===== config.mk =====
export PLATFORM = sky130hd
export DESIGN_NAME = pipe_hazard_ctrl_flat
export DESIGN_NICKNAME = d
export VERILOG_FILES = /design/src/rtl/pipe_hazard_ctrl_if.sv /design/src/rtl/pipe_hazard_ctrl.sv /design/src/flat_wrapper.sv
export SDC_FILE = /design/constraint.sdc
export NUM_CORES = 1
export LEC_CHECK = 0
export CAP_MARGIN = 5
export CORE_MARGIN = 3
export CORE_UTILIZATION = 41
export DETAILED_ROUTE_END_ITERATION = 8
export PLACE_DENSITY_LB_ADDON = 0.2
export RECOVER_POWER = 50
export SYNTH_ARGS = -nofsm -noshare
export SYNTH_HDL_FRONTEND = slang
export SYNTH_SLANG_ARGS = --single-unit

===== constraint.sdc =====
create_clock -name clk -period 1.95 [get_ports clk]
set_input_delay 0.39 -clock clk [delete_from_list [all_inputs] [get_ports clk]]
set_output_delay 0.39 -clock clk [all_outputs]
set_load 0.005 [all_outputs]

===== src/rtl/pipe_hazard_ctrl_if.sv =====
// Hazard-control bundle between the pipeline datapath and the stall/flush sequencer.
// The master side is the datapath, the slave side is pipe_hazard_ctrl.
interface pipe_hazard_ctrl_if #(
    parameter int REG_ADDR_W = 5,
    parameter int CNT_W      = 16
);
    logic [REG_ADDR_W-1:0] id_rs1;
    logic [REG_ADDR_W-1:0] id_rs2;
    logic                  id_uses_rs1;
    logic                  id_uses_rs2;
    logic                  ex_mem_read;
    logic [REG_ADDR_W-1:0] ex_rd;
    logic                  br_taken;
    logic                  dmem_req;
    logic                  dmem_ack;

    logic                  pc_en;
    logic                  if_id_en;
    logic                  id_ex_en;
    logic                  ex_mem_en;
    logic                  mem_wb_en;
    logic                  if_id_flush;
    logic                  id_ex_flush;
    logic                  mem_wb_bubble;
    logic [CNT_W-1:0]      stall_cnt;
    logic [CNT_W-1:0]      flush_cnt;
    logic [1:0]            ctrl_state;

    modport master (
        output id_rs1, id_rs2, id_uses_rs1, id_uses_rs2, ex_mem_read, ex_rd,
               br_taken, dmem_req, dmem_ack,
        input  pc_en, if_id_en, id_ex_en, ex_mem_en, mem_wb_en, if_id_flush,
               id_ex_flush, mem_wb_bubble, stall_cnt, flush_cnt, ctrl_state
    );

    modport slave (
        input  id_rs1, id_rs2, id_uses_rs1, id_uses_rs2, ex_mem_read, ex_rd,
               br_taken, dmem_req, dmem_ack,
        output pc_en, if_id_en, id_ex_en, ex_mem_en, mem_wb_en, if_id_flush,
               id_ex_flush, mem_wb_bubble, stall_cnt, flush_cnt, ctrl_state
    );
endinterface


===== src/rtl/pipe_hazard_ctrl.sv =====
// Stall/flush sequencer for the 5-stage pipeline: load-use bubbles, taken-branch flushes,
// data-memory wait stalls, plus saturating stall/flush performance counters.
module pipe_hazard_ctrl #(
    parameter int REG_ADDR_W   = 5,
    parameter int FLUSH_CYCLES = 2,
    parameter int CNT_W        = 16
) (
    input  logic              clk,
    input  logic              rst,
    pipe_hazard_ctrl_if.slave bus
);
    localparam int FCNT_W = (FLUSH_CYCLES > 1) ? $clog2(FLUSH_CYCLES) : 1;
    localparam logic [FCNT_W-1:0] FCNT_LOAD = FCNT_W'(FLUSH_CYCLES - 1);

    typedef enum logic [1:0] {
        ST_RUN      = 2'd0,
        ST_MEM_WAIT = 2'd1,
        ST_FLUSH    = 2'd2
    } state_t;

    typedef struct packed {
        logic pc_en;
        logic if_id_en;
        logic id_ex_en;
        logic ex_mem_en;
        logic mem_wb_en;
        logic if_id_flush;
        logic id_ex_flush;
        logic mem_wb_bubble;
    } ctrl_t;

    localparam ctrl_t CTRL_RUN      = '{1'b1, 1'b1, 1'b1, 1'b1, 1'b1, 1'b0, 1'b0, 1'b0};
    localparam ctrl_t CTRL_STALL    = '{1'b0, 1'b0, 1'b0, 1'b0, 1'b0, 1'b0, 1'b0, 1'b1};
    localparam ctrl_t CTRL_FLUSH    = '{1'b1, 1'b1, 1'b1, 1'b1, 1'b1, 1'b1, 1'b1, 1'b0};
    localparam ctrl_t CTRL_LOAD_USE = '{1'b0, 1'b0, 1'b1, 1'b1, 1'b1, 1'b0, 1'b1, 1'b0};

    state_t            r_state;
    state_t            w_state_nxt;
    logic [FCNT_W-1:0] r_fcnt;
    logic [FCNT_W-1:0] w_fcnt_nxt;
    logic [CNT_W-1:0]  r_stall_cnt;
    logic [CNT_W-1:0]  r_flush_cnt;
    ctrl_t             w_ctrl;
    ctrl_t             w_ctrl_out;
    logic              w_flush_evt;
    logic              w_run_dec;
    logic              w_mem_stall;
    logic              w_load_use;

    assign w_mem_stall = bus.dmem_req && !bus.dmem_ack;
    assign w_load_use  = bus.ex_mem_read && (bus.ex_rd != '0) &&
                         ((bus.id_uses_rs1 && (bus.id_rs1 == bus.ex_rd)) ||
                          (bus.id_uses_rs2 && (bus.id_rs2 == bus.ex_rd)));

    // NOTE: every signal driven here gets a default first, so no path can infer a latch.
    always_comb begin
        w_ctrl      = CTRL_RUN;
        w_state_nxt = r_state;
        w_fcnt_nxt  = r_fcnt;
        w_flush_evt = 1'b0;
        w_run_dec   = 1'b0;

        unique case (r_state)
            ST_RUN: w_run_dec = 1'b1;
            ST_MEM_WAIT: begin
                if (!bus.dmem_ack) w_ctrl = CTRL_STALL;
                else               w_run_dec = 1'b1;
            end
            ST_FLUSH: begin
                if (w_mem_stall) begin
                    w_ctrl      = CTRL_STALL;
                    w_state_nxt = ST_MEM_WAIT;
                end else begin
                    w_ctrl     = CTRL_FLUSH;
                    w_fcnt_nxt = r_fcnt - 1'b1;
                    if (r_fcnt == FCNT_W'(1)) w_state_nxt = ST_RUN;
                end
            end
            default: w_state_nxt = ST_RUN;
        endcase

        // Shared RUN decode; an interrupted flush (fcnt!=0) resumes once memory answers.
        if (w_run_dec) begin
            if (w_mem_stall) begin
                w_ctrl      = CTRL_STALL;
                w_state_nxt = ST_MEM_WAIT;
            end else begin
                w_state_nxt = (r_fcnt != '0) ? ST_FLUSH : ST_RUN;
                if (bus.br_taken) begin
                    w_ctrl      = CTRL_FLUSH;
                    w_flush_evt = 1'b1;
                    if (FLUSH_CYCLES > 1) begin
                        w_fcnt_nxt  = FCNT_LOAD;
                        w_state_nxt = ST_FLUSH;
                    end
                end else if (w_load_use) begin
                    w_ctrl = CTRL_LOAD_USE;
                end
            end
        end
    end

    // Reset forces the safe stall pattern without waiting for a clock edge.
    assign w_ctrl_out = rst ? w_ctrl : CTRL_STALL;

    // NOTE: state registers use non-blocking assignments so every flop samples pre-edge values.
    always_ff @(posedge clk or negedge rst) begin
        if (!rst) begin
            r_state     <= ST_RUN;
            r_fcnt      <= '0;
            r_stall_cnt <= '0;
            r_flush_cnt <= '0;
        end else begin
            r_state <= w_state_nxt;
            r_fcnt  <= w_fcnt_nxt;
            if (!w_ctrl.pc_en && (r_stall_cnt != '1)) r_stall_cnt <= r_stall_cnt + 1'b1;
            if (w_flush_evt && (r_flush_cnt != '1))   r_flush_cnt <= r_flush_cnt + 1'b1;
        end
    end

    assign bus.pc_en         = w_ctrl_out.pc_en;
    assign bus.if_id_en      = w_ctrl_out.if_id_en;
    assign bus.id_ex_en      = w_ctrl_out.id_ex_en;
    assign bus.ex_mem_en     = w_ctrl_out.ex_mem_en;
    assign bus.mem_wb_en     = w_ctrl_out.mem_wb_en;
    assign bus.if_id_flush   = w_ctrl_out.if_id_flush;
    assign bus.id_ex_flush   = w_ctrl_out.id_ex_flush;
    assign bus.mem_wb_bubble = w_ctrl_out.mem_wb_bubble;
    assign bus.stall_cnt     = r_stall_cnt;
    assign bus.flush_cnt     = r_flush_cnt;
    assign bus.ctrl_state    = r_state;
endmodule


===== src/flat_wrapper.sv =====
// flat-port wrapper written by rule: the top's interface ports become plain ports
module pipe_hazard_ctrl_flat 
#(
    parameter int REG_ADDR_W   = 5,
    parameter int FLUSH_CYCLES = 2,
    parameter int CNT_W        = 16
)
  (clk, rst, bus_id_rs1, bus_id_rs2, bus_id_uses_rs1, bus_id_uses_rs2, bus_ex_mem_read, bus_ex_rd, bus_br_taken, bus_dmem_req, bus_dmem_ack, bus_pc_en, bus_if_id_en, bus_id_ex_en, bus_ex_mem_en, bus_mem_wb_en, bus_if_id_flush, bus_id_ex_flush, bus_mem_wb_bubble, bus_stall_cnt, bus_flush_cnt, bus_ctrl_state);
  pipe_hazard_ctrl_if #(.REG_ADDR_W(REG_ADDR_W), .CNT_W(CNT_W)) bus_i ();
  input  logic clk;
  input  logic rst;
  input wire logic [$bits(bus_i.id_rs1)-1:0] bus_id_rs1;
  input wire logic [$bits(bus_i.id_rs2)-1:0] bus_id_rs2;
  input wire logic [$bits(bus_i.id_uses_rs1)-1:0] bus_id_uses_rs1;
  input wire logic [$bits(bus_i.id_uses_rs2)-1:0] bus_id_uses_rs2;
  input wire logic [$bits(bus_i.ex_mem_read)-1:0] bus_ex_mem_read;
  input wire logic [$bits(bus_i.ex_rd)-1:0] bus_ex_rd;
  input wire logic [$bits(bus_i.br_taken)-1:0] bus_br_taken;
  input wire logic [$bits(bus_i.dmem_req)-1:0] bus_dmem_req;
  input wire logic [$bits(bus_i.dmem_ack)-1:0] bus_dmem_ack;
  output wire logic [$bits(bus_i.pc_en)-1:0] bus_pc_en;
  output wire logic [$bits(bus_i.if_id_en)-1:0] bus_if_id_en;
  output wire logic [$bits(bus_i.id_ex_en)-1:0] bus_id_ex_en;
  output wire logic [$bits(bus_i.ex_mem_en)-1:0] bus_ex_mem_en;
  output wire logic [$bits(bus_i.mem_wb_en)-1:0] bus_mem_wb_en;
  output wire logic [$bits(bus_i.if_id_flush)-1:0] bus_if_id_flush;
  output wire logic [$bits(bus_i.id_ex_flush)-1:0] bus_id_ex_flush;
  output wire logic [$bits(bus_i.mem_wb_bubble)-1:0] bus_mem_wb_bubble;
  output wire logic [$bits(bus_i.stall_cnt)-1:0] bus_stall_cnt;
  output wire logic [$bits(bus_i.flush_cnt)-1:0] bus_flush_cnt;
  output wire logic [$bits(bus_i.ctrl_state)-1:0] bus_ctrl_state;
  assign bus_i.id_rs1 = bus_id_rs1;
  assign bus_i.id_rs2 = bus_id_rs2;
  assign bus_i.id_uses_rs1 = bus_id_uses_rs1;
  assign bus_i.id_uses_rs2 = bus_id_uses_rs2;
  assign bus_i.ex_mem_read = bus_ex_mem_read;
  assign bus_i.ex_rd = bus_ex_rd;
  assign bus_i.br_taken = bus_br_taken;
  assign bus_i.dmem_req = bus_dmem_req;
  assign bus_i.dmem_ack = bus_dmem_ack;
  assign bus_pc_en = bus_i.pc_en;
  assign bus_if_id_en = bus_i.if_id_en;
  assign bus_id_ex_en = bus_i.id_ex_en;
  assign bus_ex_mem_en = bus_i.ex_mem_en;
  assign bus_mem_wb_en = bus_i.mem_wb_en;
  assign bus_if_id_flush = bus_i.if_id_flush;
  assign bus_id_ex_flush = bus_i.id_ex_flush;
  assign bus_mem_wb_bubble = bus_i.mem_wb_bubble;
  assign bus_stall_cnt = bus_i.stall_cnt;
  assign bus_flush_cnt = bus_i.flush_cnt;
  assign bus_ctrl_state = bus_i.ctrl_state;
  pipe_hazard_ctrl #(.REG_ADDR_W(REG_ADDR_W), .FLUSH_CYCLES(FLUSH_CYCLES), .CNT_W(CNT_W)) u_core (.clk(clk), .rst(rst), .bus(bus_i));
endmodule

Yosys cells after proc, flatten, opt, wreduce, memory -nomap -nowiden
Index checks and enable logic that the tools add are counted.
W data, S select, Z words.
{"block": "word_totals", "register_bits": 35, "in_bits": 23, "output_inout_bits": 42}
{"block": "classes", "addsub": 3, "eq_ne": 8, "mux": 25, "reduce_logical": 14}
{"operator": "$mux W8", "n": 7}
{"operator": "$add A16 B1 Y16 const B", "n": 2}
{"operator": "$ne A16 B16 Y1 const B", "n": 2}
{"operator": "$pmux W8 S2", "n": 1}
{"operator": "$mux W2", "n": 6}
{"operator": "$eq A5 B5 Y1", "n": 2}
{"operator": "$mux W1", "n": 9}
{"operator": "$logic_and A1 B1 Y1", "n": 7}
{"operator": "$reduce_bool A5 Y1", "n": 1}
{"operator": "$ne A4 B1 Y1 const B", "n": 1}
{"operator": "$pmux W2 S2", "n": 1}
{"operator": "$eq A2 B1 Y1 const B", "n": 1}
{"operator": "$eq A2 B2 Y1 const B", "n": 1}
{"operator": "$logic_not A1 Y1", "n": 2}
{"operator": "$logic_not A2 Y1", "n": 1}
{"operator": "$ne A2 B1 Y1 const B", "n": 1}
{"operator": "$pmux W1 S2", "n": 1}
{"operator": "$reduce_and A2 Y1", "n": 1}
{"operator": "$reduce_or A2 Y1", "n": 1}
{"operator": "$logic_or A1 B1 Y1", "n": 1}
{"operator": "$sub A1 B1 Y1 const B", "n": 1}

Longest topological paths before layout
{"block": "logic_depth", "depth_word": 10, "ltp_mapped": 9}

Worst setup path before layout
OpenSTA, ideal clock, no wires.
{"block": "synth_timing", "kind": "register -> output", "startpoint": "register u_core.r_state[1] (netlist: u_core.bus.ctrl_state[1])", "endpoint": "output port bus_pc_en", "arrival_ns": 1.754, "required_ns": 1.560, "slack_ns": -0.194, "stages_incl_launch_ff": 10, "cell_sequence": "dfrtp_1 > inv_1 > ha_1 > a21oi_1 > o21a_1 > a22o_1 > a21o_4 > buf_6 > nor2_1 > buf_4"}
{"block": "synth_via", "elab_chain_len": 7, "word_cells_on_any_way": 10, "classes_between": "2 x eq/ne; 7 x mux; 1 x reduce/logical"}
{"element": "start, declared", "line": "pipe_hazard_ctrl.sv:37", "source": "state_t r_state;"}
{"element": "start signal, assigned", "line": "pipe_hazard_ctrl.sv:114", "source": "r_state <= w_state_nxt;"}
{"element": "$eq A2 B2 Y1 or $eq A2 B1 Y1 (tied branches)", "line": "pipe_hazard_ctrl.sv:63", "source": "unique case (r_state)"}
{"element": "$pmux W8 S2", "line": "pipe_hazard_ctrl.sv:63"}
{"element": "$mux W8", "line": "pipe_hazard_ctrl.sv:96", "source": "end else if (w_load_use) begin"}
{"element": "$mux W8", "line": "pipe_hazard_ctrl.sv:89", "source": "if (bus.br_taken) begin"}
{"element": "$mux W8", "line": "pipe_hazard_ctrl.sv:84", "source": "if (w_mem_stall) begin"}
{"element": "$mux W8 (*)", "line": "pipe_hazard_ctrl.sv:83", "source": "if (w_run_dec) begin"}
{"element": "$mux W8 (*)", "line": "pipe_hazard_ctrl.sv:104", "source": "assign w_ctrl_out = rst ? w_ctrl : CTRL_STALL;"}
{"element": "end, declared", "line": "flat_wrapper.sv:21", "source": "output wire logic [$bits(bus_i.pc_en)-1:0] bus_pc_en;"}
Mark *: on every way between the ends. The rest lies on a longest branch, timed or not.

Final worst setup path
{"block": "layout_timing", "startpoint": "input port bus_ex_rd[2]", "endpoint": "output port bus_if_id_flush"}
{"block": "layout_via", "elab_chain_len": 9, "word_cells_on_any_way": 13, "classes_between": "2 x eq/ne; 5 x mux; 6 x reduce/logical"}
{"element": "start, declared", "line": "flat_wrapper.sv:17", "source": "input wire logic [$bits(bus_i.ex_rd)-1:0] bus_ex_rd;"}
{"element": "$eq A5 B5 Y1, on equally long branches", "line": "pipe_hazard_ctrl.sv:52, pipe_hazard_ctrl.sv:53"}
{"element": "$logic_and A1 B1 Y1, on equally long branches", "line": "pipe_hazard_ctrl.sv:52, pipe_hazard_ctrl.sv:53"}
{"element": "$logic_or A1 B1 Y1", "line": "pipe_hazard_ctrl.sv:52", "source": "((bus.id_uses_rs1 && (bus.id_rs1 == bus.ex_rd)) ||"}
{"element": "$logic_and A1 B1 Y1 (*)", "line": "pipe_hazard_ctrl.sv:51", "source": "assign w_load_use = bus.ex_mem_read && (bus.ex_rd != '0) &&"}
{"element": "$mux W8 (*)", "line": "pipe_hazard_ctrl.sv:96"}
{"element": "$mux W8 (*)", "line": "pipe_hazard_ctrl.sv:89"}
{"element": "$mux W8 (*)", "line": "pipe_hazard_ctrl.sv:84"}
{"element": "$mux W8 (*)", "line": "pipe_hazard_ctrl.sv:83"}
{"element": "$mux W8 (*)", "line": "pipe_hazard_ctrl.sv:104"}
{"element": "end, declared", "line": "flat_wrapper.sv:26", "source": "output wire logic [$bits(bus_i.if_id_flush)-1:0] bus_if_id_flush;"}
Marks and branches as above.

==> flow_summary.ini <==
[routing]
drtIter0Drc = 63
drtAntennaViolNets = 0
vias_per_cell = 5.133
routed-via-count = 1817
wl_um = 4893
wl_per_cell_um = 13.82
first_pass_iters = 4
drc = 0

[worst_setup_path]
critPathMaxFanout = 3
arrival_ns = 1.86
worst_ep_required_time_ns = 1.56
endpoint_kind = output pin
start_kind = input port
criticalPathCategory = in2out

[clock_network]
cts_buffer_depth = 2
clock_sinks = 35
htreeDepth = 2
cts_buffers = 5
path_clk_slew_ns = 0.06
cts-root-buf = clkbuf_8
cts_tree = done
insertion_delay_ns = 0.28
cts-hold-fix-buffers = 0

[sta]
skew_ns = 0.001805
clock.fmax_ghz = 0.4435
finalSetupTns_ns = -2.232
rsz0062_at_grt = true
setup_ws_ns = -0.3049
period_needed_ns = 2.255
max-slew-margin-rel = 0.4468
setup_viol = 14
hold_viol = 0
finalMaxSlewViolations = 0
worstMarginPinSlew_ns = 0.8297
finalCritPeriodShare = 1.156

[yosys]
synth_cells = 197
synth.cell_area_sq_mm = 0.001984
ys_top_cells_by_count = dfrtp_1, xnor2_1, nand2_1, nand4_1, and3_1
yosysTopAreaCell = dfrtp_1
avgSynthCellArea_sq_um = 10.07
yosys_register_bits = 35
syn_nets = 225
synth_area_leaders = dfrtp_1, xnor2_1, nand4_1, nand2_1, and3_1
postSynth.asyncResetShare = 1.000
yosysSeqAreaShare = 0.4414
yosysUniqueCellTypes = 34
synth_edf_count = 0
synth_warnings = 0
synthDominantCellAreaShare = 0.4414
yosys_most_used_dff = dfrtp_1
yosysMostFrequentCell = dfrtp_1

[die]
start_util = 0.4406
die-area_sq_mm = 0.005711
die_w_um = 75.57
rows = 24
ioPinCount = 65
core_sq_mm = 0.004504
fp.dieH_um = 75.57

[layout]
nNetsFinal = 329
antennaDiodeCount = 0
multi_input_area_sq_mm = 0.001167
drive_above_1_share = 0.2947
areaGrowthSynthToFinish_pct = 57.88
instances_no_fill = 354
n_fill_cell = 369
regArea_sq_um = 877.1

[pwr]
power.leakage_uw = 0.001418
pwr_density_cell_mw_per_mm2 = 1023
ir_drop_v = 0.0007162

[global_route]
grt_max_degree = 36
antenna_found_initial = 0
grt_pass1_vias = 1743
grt_usage = 0.1789
grt_first_pass_wirelength_um = 7817
grt_overflow_total = 0

[placement]
place_congestion = 0.8008
dpl.cell_count = 336
port_buffers = 64
place_hpwl_um = 3708

[run_status]
outcome = finished, violations left
violations = setup timing

[hold_path]
worstHoldPathType = in2async

[flow_run]
drv_cap = 0
==> layer usage <==
layer | track usage | part of all wire | wire (um)
met4 | 0.05243 | 0.010 | 49
met1 | 0.2230 | 0.43 | 2105
met2 | 0.3116 | 0.53 | 2593
met3 | 0.03694 | 0.029 | 144
met5 | 0 | 0 | 0
==> sequential cells by signal (all words and copies together) (netlist names) <==
register and flops:
u_core.bus.ctrl_state 2, u_core.bus.flush_cnt 16, u_core.bus.stall_cnt 16, u_core.r_fcnt 1
==> cell usage in the layout, fill, tap and decap left out, types with 10 or more instances in the layout <==
cell type,n
xnor2_1,33
nand4_1,15
dlygate4sd2_1,11
nand2_1,18
dfrtp_1,34
and3_1,10
clkdlybuf4s50_1,32
buf_6,10
buf_4,31
==> area by class of cell <==
type / count / share of cell area
well taps: 52 / 0.02077
repair buffers: 103 / 0.2875
clock buffers: 8 / 0.03195
inverters: 6 / 0.007189
multi-input cells: 150 / 0.3726
flip-flops and latches: 35 / 0.2800
==> repair_timing <==
action,in CTS,in global routing
gates resized for setup,81,18
endpoints found under the setup margin,37,28
hold endpoints to repair,0,0
pin swaps,22,17
setup buffers,11,1
==> critical path: stages <==
cell and delay, ns:
buf_6 0.09, or4_4 0.52, o21ai_2 0.15, and2b_2 0.26, a21o_1 0.16, a21oi_1 0.15
buf_2 0.14
==> where the power goes <==
group / switching, uW / leakage [uW] / internal, uW
registers: 164 / 0.000452 / 873
clock network: 243 / 0.0000515 / 322
logic: 636 / 0.000915 / 967
total: 1040 / 0.00142 / 2160
==> final timing paths <==
kind | slack [ns] | to | cells past startpoint | startpoint
max | -0.30 | bus_if_id_flush | 7 | bus_ex_rd[2]
min in group clk | 0.50 | u_core.bus.flush_cnt[5] | 1 | u_core.bus.flush_cnt[5]
min | 0.45 | u_core.bus.flush_cnt[3] | 2 | rst
min reg2reg | 0.50 | u_core.bus.flush_cnt[5] | 1 | u_core.bus.flush_cnt[5]
max reg2reg | -0.07 | u_core.bus.flush_cnt[13] | 9 | u_core.bus.ctrl_state[0]
max in group asynchronous | 0.93 | u_core.bus.ctrl_state[1] | 2 | rst
==> kinds of logic after synthesis <==
family                   count (synthesis)  synth area share
AO/OA/AOI/OAI                           24           0.08323
flip-flops                              35            0.4414
multiplexers                             4           0.02207
XOR/XNOR                                39            0.1721
adder cells (fa/ha/maj)                  5           0.03153
buffers and inverters                   12           0.03342
AND/OR/NAND/NOR                         78            0.2163
==> metrics by stage <==
stage               worst slack [ns]  total power [uW]    util  instance area [sq um]  hold WS, ns
detailed placement           -0.9706              2426  0.6386                   2877       0.4910
finish                       -0.3049              3206  0.6956                   3133       0.4533
floorplan                    -0.1073              1718       -                   2002      0.09441
global route                 -0.3452              3412  0.6956                   3133       0.5089
CTS                          -0.3038              3216  0.6861                   3090       0.2105
global placement             -0.9405              2396  0.6386                   2877       0.4771
No activity file was read; power rests on OpenSTA's default activity.
